--- src/rtl/full_adder.sv ---
// Single-bit full adder with 0, 1 or 2 register stages. Also exports the
// generate/propagate terms and a valid flag aligned to the configured latency.
module full_adder #(
  parameter int PIPE_STAGES = 1
) (
  input  logic clk,
  input  logic rst_n,
  input  logic en,
  input  logic A,
  input  logic B,
  input  logic Cin,
  output logic S,
  output logic Cout,
  output logic G,
  output logic P,
  output logic vld_out
);

  // Result packing used throughout: {cout, s, g, p}.
  function automatic logic [3:0] fa_terms(input logic a, input logic b, input logic cin);
    logic g;
    logic p;
    g = a & b;
    p = a ^ b;
    return {g | (p & cin), p ^ cin, g, p};
  endfunction

  logic [3:0] comb_res;
  assign comb_res = fa_terms(A, B, Cin);

  generate
    if (PIPE_STAGES == 32'sd0) begin : g_comb
      logic unused_clk_rst;
      assign unused_clk_rst = clk ^ rst_n;

      always_comb begin
        {Cout, S, G, P} = comb_res;
        vld_out         = en;
      end
    end else if ((PIPE_STAGES == 32'sd1) || (PIPE_STAGES == 32'sd2)) begin : g_pipe
      logic [3:0] s1_data;
      logic       s1_vld;
      logic [3:0] last_data;
      logic       last_vld;

      // Stage 1 data loads only on sampled cycles; the valid bit shifts every cycle.
      always_ff @(posedge clk or negedge rst_n) begin
        if (!rst_n) begin
          s1_data <= 4'b0000;
          s1_vld  <= 1'b0;
        end else begin
          if (en) begin
            s1_data <= comb_res;
          end else begin
            s1_data <= s1_data;
          end
          s1_vld <= en;
        end
      end

      if (PIPE_STAGES == 32'sd2) begin : g_stage2
        logic [3:0] s2_data;
        logic       s2_vld;

        always_ff @(posedge clk or negedge rst_n) begin
          if (!rst_n) begin
            s2_data <= 4'b0000;
            s2_vld  <= 1'b0;
          end else begin
            if (s1_vld) begin
              s2_data <= s1_data;
            end else begin
              s2_data <= s2_data;
            end
            s2_vld <= s1_vld;
          end
        end

        assign last_data = s2_data;
        assign last_vld  = s2_vld;
      end else begin : g_stage1_out
        assign last_data = s1_data;
        assign last_vld  = s1_vld;
      end

      assign {Cout, S, G, P} = last_data;
      assign vld_out         = last_vld;
    end else begin : g_bad_cfg
      $error("full_adder: PIPE_STAGES must be 0, 1 or 2");
      logic unused_in;
      assign unused_in = clk ^ rst_n ^ en ^ (^comb_res);
      assign {Cout, S, G, P} = 4'b0000;
      assign vld_out         = 1'b0;
    end
  endgenerate

endmodule

--- config.mk ---
export PLATFORM = sky130hd
export DESIGN_NAME = full_adder
export DESIGN_NICKNAME = d
export VERILOG_FILES = /design/src/rtl/full_adder.sv
export SDC_FILE = /design/constraint.sdc
export NUM_CORES = 1
export LEC_CHECK = 0
export ABC_AREA = 0
export BUFFER_PORTS_ARGS = -buffer_cell sky130_fd_sc_hd__clkbuf_2
export CORE_AREA = 2 2 39 41
export DETAILED_ROUTE_END_ITERATION = 8
export DIE_AREA = 0 0 41 43
export PLACE_DENSITY_LB_ADDON = 0.08
export SETUP_SLACK_MARGIN = 0.05
export SLEW_MARGIN = 20
export SYNTH_ARGS = -nofsm -noshare
export SYNTH_HDL_FRONTEND = slang
export SYNTH_SLANG_ARGS = --single-unit
--- constraint.sdc ---
create_clock -name clk -period 1 [get_ports clk]
set_clock_uncertainty 0.2 [all_clocks]
set_input_delay 0.05 -clock clk [delete_from_list [all_inputs] [get_ports clk]]
set_output_delay 0.05 -clock clk [all_outputs]
set_load 0.02 [all_outputs]
==> results.txt <==
status: complete, but fails checks
failing checks: hold timing, setup timing
number of remaining DRC errors: 0
Nets: 37
multi-input logic area: 77.6 um^2
first-pass GRT wire length: 669 um
largest family of logic cells by synthesized area: multiplexers
Synth Register Bits: 5
DR pass1 iterations: 1
crit path launch type: flip-flop
mux contribution to synthesized area: 22.2%
Root Driver: clkbuf_4
Crit. End Element: output port
post-synthesis sequential area ratio: 61.7%
CTS sink count: 5
ant diodes: 0
Hold WC Path Type: in -> reg
Reg clk slew, reported paths: 0.05 ns
Post-Synth Simple-Gate Area: 0%
CP top delay family: flip-flops
Final Max Tran Viols: 0
DR vias/cell: 3.36
Global Route Usage Sum: 6.67%
crit path buf inv count: 1
Routability Congestion: 0.635
R2R depth: 1
most frequent cells in the layout: clkbuf_2, buf_6, mux2_2
CTS Buf Count: 3
site row count: 14
initial detailed-routing violation count: 0
initial antenna violation count: 0
Tcrit/Tclk final: 103%
RSZ-0062 raised after global routing: true
WHS: -0.195 ns
total routed wirelength: 417 um
Worst-Skew Late Latency: 0.24 ns
CTS tree: done
Ports: 11
number of global-route vias before repair: 154
Power Dens Cells: 1770 mW/mm^2
Leak: 0.168 nW
critical path's largest stage delay: 0.40 ns
chip width: 41 um
Synth Area in Adders: 16.0%
largest net degree at the start of global routing: 6
Synth Area in Compound Gates: 0%
final setup TNS: -0.0703 ns
Peak Freq: 975 MHz
library cells used by synthesis: 4
WP data required: 0.75 ns
Avg Cell Area, Syn: 18.4 um^2
Critical Path AT: 0.78 ns
total grt overflow: 0
worst slew pin tran: 0.137 ns
# fillers: 151
Syn Nets: 19
Setup CP Type: reg -> out
maximum fanout along the worst path: 2
Post-CTS Setup Repair Bufs: 0
Period minus WS final: 1.03 ns
Synth Cell Area: 203 um^2
share of cells above drive strength 1: 78.6%
max_cap viols: 0
peak supply drop: 0.688 mV
Post-CTS Hold Buffers: 1
Area Overhead vs Synth: 77.2%
final setup vio count: 4
H-tree Lvls: 1
WL/cell: 9.48 um
crit path cell chain: buf_6
Max clock buf depth: 2
vias: 148
Seq. cell area: 129 um^2
initial core utilization: 14.6%
xor and xnor area share after synthesis: 0%
slowest stage cell, crit path: dfrtp_2
Final Hold Fails: 10
post-route ant nets: 0
yosys warns: 0
Die Y: 43 um
Hold Path Depth: 1
core area: 0.00138 mm^2
count of port buffers added during placement: 10
final setup margin: -0.0256 ns
Crit path depth: 1
Post-Synthesis Cells: 11
Rel. slew slack: 90.9%
die area: 0.00176 mm^2
## synth_stat cells (all sizes together)
cell   instances  area share [%]
fa             1             9.9
ha             1             6.2
dfrtp          5              62
mux2           4              22
## where the power goes
| part | switching (mW) | total [mW] | internal (mW) | leakage, nW |
|---|---|---|---|---|
| clock network | 0.0897 | 0.241 | 0.151 | 0.0150 |
| logic | 0.0634 | 0.147 | 0.0837 | 0.0966 |
| registers | 0.0161 | 0.247 | 0.231 | 0.0563 |
## logic make-up after synthesis
group / count (synthesis)
adder cells (fa/ha/maj): 2
flip-flops: 5
multiplexers: 4
## timing repair
action | CTS | global route
pin swaps | 1 | 0
resized for setup | 0 | 15
endpoints found under the hold margin | 10 | 10
endpoints found under the setup margin | 9 | 9
## area by class of cell
class                           count  area share [%]
Timing Repair Buffer               13            29.6
Tap cell                           16            5.57
Multi-Input combinational cell      6            21.6
Sequential cell                     5            35.9
Clock buffer                        4            7.32
## routing by layer
metal | vias up | track usage (%) | part of all wire [%] | routed length [um]
met4 | 0 | 6.00 | 0 | 0
met5 | - | 0 | 0 | 0
li1 | 72 | - | - | -
met1 | 68 | 9.51 | 47 | 198
met3 | 0 | 4.71 | 12 | 49
met2 | 8 | 5.94 | 40 | 168
## through the flow
step	utilization [%]	worst slack [ns]	instance area, um^2	instances	power (mW)
floorplan	-	-0.0759	206	11	0.304
global placement	21.1	-0.203	292	39	0.360
detailed placement	21.1	-0.230	292	39	0.361
CTS	23.7	-0.0478	328	44	0.612
global route	25.9	-0.0563	359	44	0.686
finish	25.9	-0.0256	359	44	0.635
## registers in the layout, indices dropped and copies added, names as in the netlist
register	count
g_pipe.last_data	4
vld_out	1
## worst paths after layout
kind                                            startpoint                         endpoint  slack [ns]
max in group asynchronous                            rst_n  g_pipe.last_data[3]$_DFFE_PN0P_        0.49
min reg2reg                g_pipe.last_data[1]$_DFFE_PN0P_  g_pipe.last_data[1]$_DFFE_PN0P_        0.33
min in group asynchronous                            rst_n  g_pipe.last_data[0]$_DFFE_PN0P_       -0.04
max                        g_pipe.last_data[0]$_DFFE_PN0P_                                P       -0.03
max reg2reg                g_pipe.last_data[0]$_DFFE_PN0P_  g_pipe.last_data[0]$_DFFE_PN0P_        0.02
min                                                     en                vld_out$_DFF_PN0_       -0.20
Power figures use the tool's default switching activity.
